## src/rtl/msrv32_pkg.sv

```systemverilog
// rtl/msrv32_pkg.sv - shared encodings for the msrv32 writeback stage
package msrv32_pkg;

    localparam logic [2:0] WB_SEL_ALU  = 3'd0;
    localparam logic [2:0] WB_SEL_LOAD = 3'd1;
    localparam logic [2:0] WB_SEL_CSR  = 3'd2;
    localparam logic [2:0] WB_SEL_PC4  = 3'd3;
    localparam logic [2:0] WB_SEL_IMM  = 3'd4;

    localparam logic [2:0] FUNCT3_LB  = 3'b000;
    localparam logic [2:0] FUNCT3_LH  = 3'b001;
    localparam logic [2:0] FUNCT3_LW  = 3'b010;
    localparam logic [2:0] FUNCT3_LBU = 3'b100;
    localparam logic [2:0] FUNCT3_LHU = 3'b101;

    typedef enum logic {
        ST_IDLE      = 1'b0,
        ST_WAIT_LOAD = 1'b1
    } wb_state_e;

endpackage

```

## src/rtl/msrv32_load_align.sv

```systemverilog
// rtl/msrv32_load_align.sv - byte/half lane select and sign/zero extension of load data
module msrv32_load_align
    import msrv32_pkg::*;
#(
    parameter int XLEN = 32
) (
    input  logic [XLEN-1:0] data_i,
    input  logic [1:0]      offset_i,
    input  logic [2:0]      funct3_i,
    output logic [XLEN-1:0] result_o
);

    logic [7:0]  byte_w;
    logic [15:0] half_w;

    always_comb begin
        byte_w = data_i[{offset_i, 3'b000} +: 8];
        // halfword lanes are picked by offset[1] only; offset[0] is ignored
        half_w = data_i[{offset_i[1], 4'b0000} +: 16];
        case (funct3_i)
            FUNCT3_LB:  result_o = {{(XLEN-8){byte_w[7]}}, byte_w};
            FUNCT3_LBU: result_o = {{(XLEN-8){1'b0}}, byte_w};
            FUNCT3_LH:  result_o = {{(XLEN-16){half_w[15]}}, half_w};
            FUNCT3_LHU: result_o = {{(XLEN-16){1'b0}}, half_w};
            default:    result_o = data_i;
        endcase
    end

endmodule

```

## src/rtl/msrv32_writeback_unit.sv

```systemverilog
// rtl/msrv32_writeback_unit.sv - result select, load wait FSM with timeout, register file write port
module msrv32_writeback_unit
    import msrv32_pkg::*;
#(
    parameter int XLEN  = 32,
    parameter int TMO_W = 4
) (
    input  logic            clk_in,
    input  logic            reset_n_in,
    input  logic            valid_in,
    input  logic [4:0]      rd_addr_in,
    input  logic            rf_wr_en_in,
    input  logic [2:0]      wb_sel_in,
    input  logic [XLEN-1:0] alu_result_in,
    input  logic [XLEN-1:0] csr_data_in,
    input  logic [XLEN-1:0] pc_plus4_in,
    input  logic [XLEN-1:0] imm_in,
    input  logic [2:0]      load_funct3_in,
    input  logic [XLEN-1:0] dmem_rdata_in,
    input  logic            dmem_rvalid_in,
    output logic [4:0]      rd_addr_out,
    output logic            wr_en_out,
    output logic [XLEN-1:0] rd_out,
    output logic            stall_out,
    output logic            load_fault_out
);

    // Last counter value still waiting; the step past it is the timeout.
    localparam logic [TMO_W-1:0] CNT_LAST = {{(TMO_W-1){1'b1}}, 1'b0};

    wb_state_e         state_q, state_d;
    logic [TMO_W-1:0]  cnt_q, cnt_d;
    logic [4:0]        cap_rd_q, cap_rd_d;
    logic              cap_wen_q, cap_wen_d;
    logic [2:0]        cap_f3_q, cap_f3_d;
    logic [1:0]        cap_off_q, cap_off_d;
    logic              wr_en_q, wr_en_d;
    logic [4:0]        rd_addr_q, rd_addr_d;
    logic [XLEN-1:0]   rd_q, rd_d;
    logic              fault_q, fault_d;
    logic [XLEN-1:0]   sel_data;
    logic [XLEN-1:0]   load_data;

    msrv32_load_align #(.XLEN(XLEN)) u_load_align (
        .data_i   (dmem_rdata_in),
        .offset_i (cap_off_q),
        .funct3_i (cap_f3_q),
        .result_o (load_data)
    );

    always_comb begin
        case (wb_sel_in)
            WB_SEL_ALU: sel_data = alu_result_in;
            WB_SEL_CSR: sel_data = csr_data_in;
            WB_SEL_PC4: sel_data = pc_plus4_in;
            WB_SEL_IMM: sel_data = imm_in;
            default:    sel_data = '0;
        endcase
    end

    always_comb begin
        state_d   = state_q;
        cnt_d     = cnt_q;
        cap_rd_d  = cap_rd_q;
        cap_wen_d = cap_wen_q;
        cap_f3_d  = cap_f3_q;
        cap_off_d = cap_off_q;
        wr_en_d   = 1'b0;
        rd_addr_d = rd_addr_q;
        rd_d      = rd_q;
        fault_d   = 1'b0;
        case (state_q)
            ST_IDLE: begin
                if (valid_in) begin
                    if (wb_sel_in == WB_SEL_LOAD) begin
                        cap_rd_d  = rd_addr_in;
                        cap_wen_d = rf_wr_en_in;
                        cap_f3_d  = load_funct3_in;
                        cap_off_d = alu_result_in[1:0];
                        cnt_d     = '0;
                        state_d   = ST_WAIT_LOAD;
                    end else begin
                        wr_en_d   = rf_wr_en_in & (rd_addr_in != 5'd0);
                        rd_addr_d = rd_addr_in;
                        rd_d      = sel_data;
                    end
                end
            end
            ST_WAIT_LOAD: begin
                cnt_d = cnt_q + 1'b1;
                // data arriving on the final wait cycle still beats the timeout
                if (dmem_rvalid_in) begin
                    wr_en_d   = cap_wen_q & (cap_rd_q != 5'd0);
                    rd_addr_d = cap_rd_q;
                    rd_d      = load_data;
                    state_d   = ST_IDLE;
                end else if (cnt_q == CNT_LAST) begin
                    fault_d = 1'b1;
                    state_d = ST_IDLE;
                end
            end
            default: state_d = ST_IDLE;
        endcase
    end

    always_ff @(posedge clk_in or negedge reset_n_in) begin
        if (!reset_n_in) begin
            state_q   <= ST_IDLE;
            cnt_q     <= '0;
            cap_rd_q  <= '0;
            cap_wen_q <= 1'b0;
            cap_f3_q  <= '0;
            cap_off_q <= '0;
            wr_en_q   <= 1'b0;
            rd_addr_q <= '0;
            rd_q      <= '0;
            fault_q   <= 1'b0;
        end else begin
            state_q   <= state_d;
            cnt_q     <= cnt_d;
            cap_rd_q  <= cap_rd_d;
            cap_wen_q <= cap_wen_d;
            cap_f3_q  <= cap_f3_d;
            cap_off_q <= cap_off_d;
            wr_en_q   <= wr_en_d;
            rd_addr_q <= rd_addr_d;
            rd_q      <= rd_d;
            fault_q   <= fault_d;
        end
    end

    assign stall_out      = (state_q == ST_WAIT_LOAD);
    assign wr_en_out      = wr_en_q;
    assign rd_addr_out    = rd_addr_q;
    assign rd_out         = rd_q;
    assign load_fault_out = fault_q;

endmodule
```

## config.mk

```make
export PLATFORM = sky130hd
export DESIGN_NAME = msrv32_writeback_unit
export DESIGN_NICKNAME = d
export VERILOG_FILES = /design/src/rtl/msrv32_pkg.sv /design/src/rtl/msrv32_load_align.sv /design/src/rtl/msrv32_writeback_unit.sv
export SDC_FILE = /design/constraint.sdc
export NUM_CORES = 1
export LEC_CHECK = 0
export ABC_AREA = 1
export BUFFER_PORTS_ARGS = -buffer_cell sky130_fd_sc_hd__buf_2
export CELL_PAD_IN_SITES_DETAIL_PLACEMENT = 0
export CELL_PAD_IN_SITES_GLOBAL_PLACEMENT = 1
export CORE_MARGIN = 2
export CORE_UTILIZATION = 30
export CTS_CLUSTER_DIAMETER = 80
export DETAILED_ROUTE_END_ITERATION = 8
export GPL_ROUTABILITY_DRIVEN = 1
export GPL_TIMING_DRIVEN = 0
export PLACE_DENSITY_LB_ADDON = 0.1
export SLEW_MARGIN = 5
export SYNTH_ARGS = -nofsm -noshare
export SYNTH_HDL_FRONTEND = slang
export SYNTH_SLANG_ARGS = --single-unit
```

## constraint.sdc

```tcl
create_clock -name clk_in -period 2.25 [get_ports clk_in]
set_input_delay 0.1125 -clock clk_in [delete_from_list [all_inputs] [get_ports clk_in]]
set_output_delay 0.1125 -clock clk_in [all_outputs]
set_load 0.1 [all_outputs]
```

Word level (Yosys, flattened, before mapping)

Index checks and enable logic that the tools add are counted.

Input port bits: 176
Output and inout bits: 40
Flip-flop bits (word level): 55

Multiplexer cells: 25
Reductions and logical operators: 7
Shifts and indexed selects: 2
Eq/ne operators: 12
Bitwise operators: 3
Add/sub/neg operators: 1

Operators by type and width:

| operator                                                              | count |
|---|---|
| 32-bit case mux with 4 select lines                                   | 2 |
| 32-bit 2-to-1 mux                                                     | 3 |
| 32-bit case mux with 2 select lines                                   | 1 |
| 32-bit by 6-bit variable part select with 16-bit output               | 1 |
| 32-bit by 6-bit variable part select with 8-bit output                | 1 |
| 5-bit 2-to-1 mux                                                      | 3 |
| 1-bit 2-to-1 mux                                                      | 10 |
| 5-bit case mux with 2 select lines                                    | 1 |
| 5-bit nonzero test                                                    | 2 |
| 3-bit equality test, second input constant                            | 3 |
| 4-bit 2-to-1 mux                                                      | 2 |
| 2-bit != test, second input constant                                  | 4 |
| 4-bit case mux with 2 select lines                                    | 1 |
| 3-bit by 1-bit equality test with 1-bit output, second input constant | 2 |
| 3-bit by 2-bit equality test with 1-bit output, second input constant | 2 |
| 3-bit logical NOT                                                     | 2 |
| 3-bit AND reduction                                                   | 2 |
| 4-bit by 1-bit adder with 4-bit output, second input constant         | 1 |
| 4-bit equality test, second input constant                            | 1 |
| 1-bit case mux with 2 select lines                                    | 2 |
| 1-bit AND                                                             | 2 |
| 2-bit AND reduction                                                   | 1 |
| 1-bit NOT                                                             | 1 |

Longest topological paths before layout

Depth after elaboration: 5
Depth in mapped cells: 12

Modules after synthesis

A second synthesis with hierarchy kept.

Cells, all modules: 721
Area, all modules: 4,702.0 um^2

By module, submodules not included:

| module                | cells each | instances | seq. area each (um^2) | area each (um^2) |
|---|---|---|---|---|
| msrv32_writeback_unit | 552        | 1         | 1,376.3               | 3,829.9 |
| msrv32_load_align     | 169        | 1         | 0.0                   | 872.1 |

Worst setup path after synthesis

No wires, ideal clock.

Path type: register to register
Start: reg state_q, in the netlist stall_out
End: reg rd_addr_q[3], in the netlist rd_addr_out[3]
Arrival time: 1.876 ns
Cell stages (with the launch flop): 9
Path buffers: 2
Clock period less this slack: 1.958 ns
Path slack: 0.292 ns
Required time: 2.168 ns
Path through: dfrtp_1 buf_4 inv_4 a21oi_2 nand2_4 inv_4 buf_4 nor2_1 a31oi_1

Longest elaborated chain between the ends: 3
Elaborated cells between the ends (all ways): 6

Ends and longest elaborated chain:

| what                                 | line                         | RTL |
|---|---|---|
| start, declared                      | msrv32_writeback_unit.sv:31  | `wb_state_e state_q, state_d;` |
| start signal, assigned               | msrv32_writeback_unit.sv:119 | `state_q <= state_d;` |
| 1-bit NOT (no source line)           | -                            |  |
| 2-bit != test (no source line)       | -                            |  |
| 3-bit AND reduction (no source line) | -                            |  |
| end signal, assigned                 | msrv32_writeback_unit.sv:126 | `rd_addr_q <= rd_addr_d;` |
| end, declared                        | msrv32_writeback_unit.sv:38  | `logic [4:0] rd_addr_q, rd_addr_d;` |

Several ways; a longest one is shown, not always the timed one.
A chain may end at the register's enable or synchronous reset.

Final worst setup path

Ends and elaborated chain as after synthesis.

==> results_dict.tcl <==
set metrics [dict create \
    status "finished, final reports clean" \
    drc 0 \
    path_max_fanout 10 \
    drive_above_1_share_pct 31.9 \
    grt_max_degree 56 \
    dp_cells 1131 \
    power.total_mw 4.55 \
    tightest_slew_ns 0.761 \
    grt_pass1_wl_um 29300 \
    ctsRootBufferMaster "clkbuf_16" \
    cpPeakStageDelay_ns 0.38 \
    fp.dieArea_sq_um 16400 \
    cts.clk_slew.worst_paths_ns 0.08 \
    dp_slack_ns 0.617 \
    timing_worst_setup_path_type "reg2reg" \
    final_nets 1129 \
    startpoint_type "flip-flop" \
    grt-ovfl-total 0 \
    synth_top_family_by_area "simple AND/OR/NAND/NOR gates" \
    clk_latency_ns 0.30 \
    hold_slack_ns 0.0134 \
    fmax_mhz 610 \
    synth-compound-area-share_pct 7.86 \
    finish.utilization_pct 40.2 \
    endpoint "rd_addr_out[3]" \
    num_io_pins 216 \
    ant_nets 0 \
    critical_path.cell_chain "buf_4 > inv_4 > nor2_2 > a21oi_2 > nand2_4 > inv_4 > buf_2 > a31oi_1" \
    syn_area_sq_um 4630 \
    die_x_um 128 \
    gp_congestion 0.846 \
    synth_fa_ha_area_share_pct 0.540 \
    drt-vias-per-instance 5.01 \
    yosysUniqueCellTypes 31 \
    synth_xor_area_share_pct 0.378 \
    synthCells 731 \
    period_needed_ns 1.64 \
    n_antenna_cell 0 \
    layout_setup_ws_ns 0.610 \
    finClkSkew_ns 0.00762 \
    cts_tree "done" \
    finalInstanceArea_sq_um 6080 \
    clkSinkCount 55 \
    fp.coreArea_sq_um 15100 \
    power.leakage_nw 3.35 \
    clockBufferDepth 2 \
    antenna_found_initial 0 \
    cp.arrival_ns 1.81 \
    fin_setup_tns_ns 0 \
    max-vdd-ir-drop_mv 0.573 \
    grt_pass1_vias 5562 \
    hpwl_um 15200 \
    min-delay-start "dmem_rvalid_in" \
    cpMaxStageDelayCell "dfrtp_1" \
    max-cap-violations 0 \
    setup_viol_count_final 0 \
    routedWlPerCell_um 16.8 \
    worst_path_most_repeated_cell "inv_4" \
    hold_viol 0 \
    drtIter0Drc 467 \
    initial_core_util_pct 30.6 \
    yosys_warnings 0 \
    groute.usage.overall_pct 23.0 \
    reg2reg_from "stall_out" \
    synth_mux_area_share_pct 0 \
    place_area_sq_um 5930 \
    instances_no_fill 1139 \
    port_buffers 212 \
    die_y_um 128 \
    cts_post_setup_buffers_inserted 0 \
    cts_buffers 5 \
    htreeDepth 2 \
    ys_ff_latch 55 \
    p_per_area_nw_per_um2 748 \
    synth_fp_nets 909 \
    critPathRequiredTime_ns 2.42 \
    r2r_cells 8 \
    hold_class "in2reg" \
    firstDrtPassIters 7 \
    cp-startpoint "stall_out" \
    totalWireLength_um 19200 \
    holdPathStages 2 \
    slew_viol_final 0 \
    r2r_slack_ns 0.61 \
    rows 45 \
    syn2layout_area_growth_pct 31.3 \
    synth_seq_area_share_pct 29.7 \
    synthSimpleGateAreaFrac_pct 50.1 \
    slew-limit-headroom_pct 49.3 \
    endpoint_kind "flip-flop" \
    rsz0062_at_grt "false" \
    synth_area_per_cell_sq_um 6.34 \
    timing.rr.end "rd_addr_out[3]" \
    num_vias 5707 \
    post-route-period-util_pct 72.9 \
]
-- critical path: cells and delay by family (launching register included) --
family                 cells  cell delay [ns]
DFF                        1             0.38
buffers and inverters      4             0.66
AOI/OAI and AO/OA          2             0.27
and+or+nand+nor            2             0.19
-- final cells by class --
| type | instances | area (sq um) |
|---|---|---|
| fill | 1769 | 9060 |
| inverter | 35 | 141 |
| buffer | 58 | 387 |
| tap | 188 | 235 |
| multi-input combinational | 583 | 2730 |
| timing repair buffer | 213 | 1070 |
| sequential | 55 | 1380 |
| clock buffer | 5 | 125 |
| clock inverter | 2 | 16.3 |
-- cells by family (layout without fill, tap and decap cells) --
kind of cell             Yosys count  count (layout)
XOR/XNOR                           2               2
AND/OR/NAND/NOR                  510             510
flip-flops                        55              55
buffers and inverters             93             313
adder cells (fa/ha/maj)            2               2
AO/OA/AOI/OAI                     69              69
-- cells in the mapped netlist --
| cell type | number | area (sq um) |
|---|---|---|
| o32ai_1 | 1 | 8.76 |
| clkinv_2 | 2 | 10.0 |
| nor3_1 | 3 | 15.0 |
| buf_2 | 27 | 135 |
| clkbuf_1 | 6 | 22.5 |
| inv_4 | 3 | 18.8 |
| nand2_1 | 236 | 886 |
| a21oi_2 | 1 | 8.76 |
| inv_2 | 3 | 11.3 |
| nor2_1 | 91 | 342 |
| nor2_8 | 1 | 20.0 |
| a22oi_1 | 1 | 7.51 |
| o21a_1 | 1 | 7.51 |
| nand4_1 | 64 | 400 |
| a21oi_1 | 37 | 185 |
| buf_4 | 12 | 90.1 |
| nand2_2 | 6 | 37.5 |
| a31oi_1 | 5 | 31.3 |
| ha_1 | 2 | 25.0 |
| nor2_4 | 2 | 22.5 |
| nand3_2 | 7 | 70.1 |
| inv_1 | 27 | 101 |
| nor2_2 | 5 | 31.3 |
| or2_1 | 2 | 12.5 |
| nand2_4 | 3 | 33.8 |
| dfrtp_1 | 55 | 1380 |
| xor2_1 | 2 | 17.5 |
| buf_6 | 12 | 135 |
| buf_1 | 1 | 3.75 |
| o21ai_0 | 23 | 115 |
| nand3_1 | 90 | 450 |
-- worst min path at each step --
stage | slack (ns) | endpoint
after floorplan | -0.18 | cap_f3_q[0]
after global placement | 0.33 | load_fault_out
after detailed placement | 0.33 | load_fault_out
after CTS | 0.01 | load_fault_out
after global routing | 0.008 | load_fault_out
final | 0.01 | load_fault_out
-- registers in the layout, summed over array words and instances, names as in the netlist --
name	count
cap_f3_q	3
wr_en_out	1
stall_out	1
load_fault_out	1
cap_wen_q	1
rd_addr_out	5
cap_off_q	2
cnt_q	4
cap_rd_q	5
rd_out	32
-- placed cells by master (no fill, tap or decap) --
| cell | count |
|---|---|
| a21oi_1 | 37 |
| a21oi_2 | 1 |
| a22oi_1 | 1 |
| a31oi_1 | 5 |
| buf_1 | 1 |
| buf_2 | 238 |
| buf_4 | 13 |
| buf_6 | 12 |
| clkbuf_1 | 6 |
| clkbuf_16 | 5 |
| clkinv_2 | 2 |
| clkinvlp_4 | 1 |
| dfrtp_1 | 55 |
| dlygate4sd3_1 | 1 |
| ha_1 | 2 |
| inv_1 | 27 |
| inv_2 | 3 |
| inv_4 | 3 |
| inv_6 | 1 |
| nand2_1 | 236 |
| nand2_2 | 6 |
| nand2_4 | 3 |
| nand3_1 | 90 |
| nand3_2 | 7 |
| nand4_1 | 64 |
| nor2_1 | 91 |
| nor2_2 | 5 |
| nor2_4 | 2 |
| nor2_8 | 1 |
| nor3_1 | 3 |
| o21a_1 | 1 |
| o21ai_0 | 23 |
| o32ai_1 | 1 |
| or2_1 | 2 |
| xor2_1 | 2 |
-- power by group --
group / leakage [nW] / internal, mW / switching [mW]
Combinational: 2.60 / 0.604 / 1.83
Sequential: 0.678 / 1.18 / 0.127
Clock: 0.0663 / 0.412 / 0.389
Total: 3.35 / 2.20 / 2.35
-- per-layer routing --
metal | vias up | track usage (%) | routed length, um
li1 | 2862 | - | -
met1 | 2607 | 31.4 | 8580
met2 | 210 | 38.1 | 8940
met3 | 28 | 3.42 | 1230
met4 | 0 | 5.69 | 433
met5 | - | 0 | 0
-- timing repair --
| item | 4_1_cts | 5_1_grt |
|---|---|---|
| hold buffers | 0 | 1 |
| gates resized for setup | 0 | 0 |
| hold endpoints to repair | 0 | 55 |
| endpoints found under the setup margin | 0 | 0 |
Power figures use the tool's default switching activity.
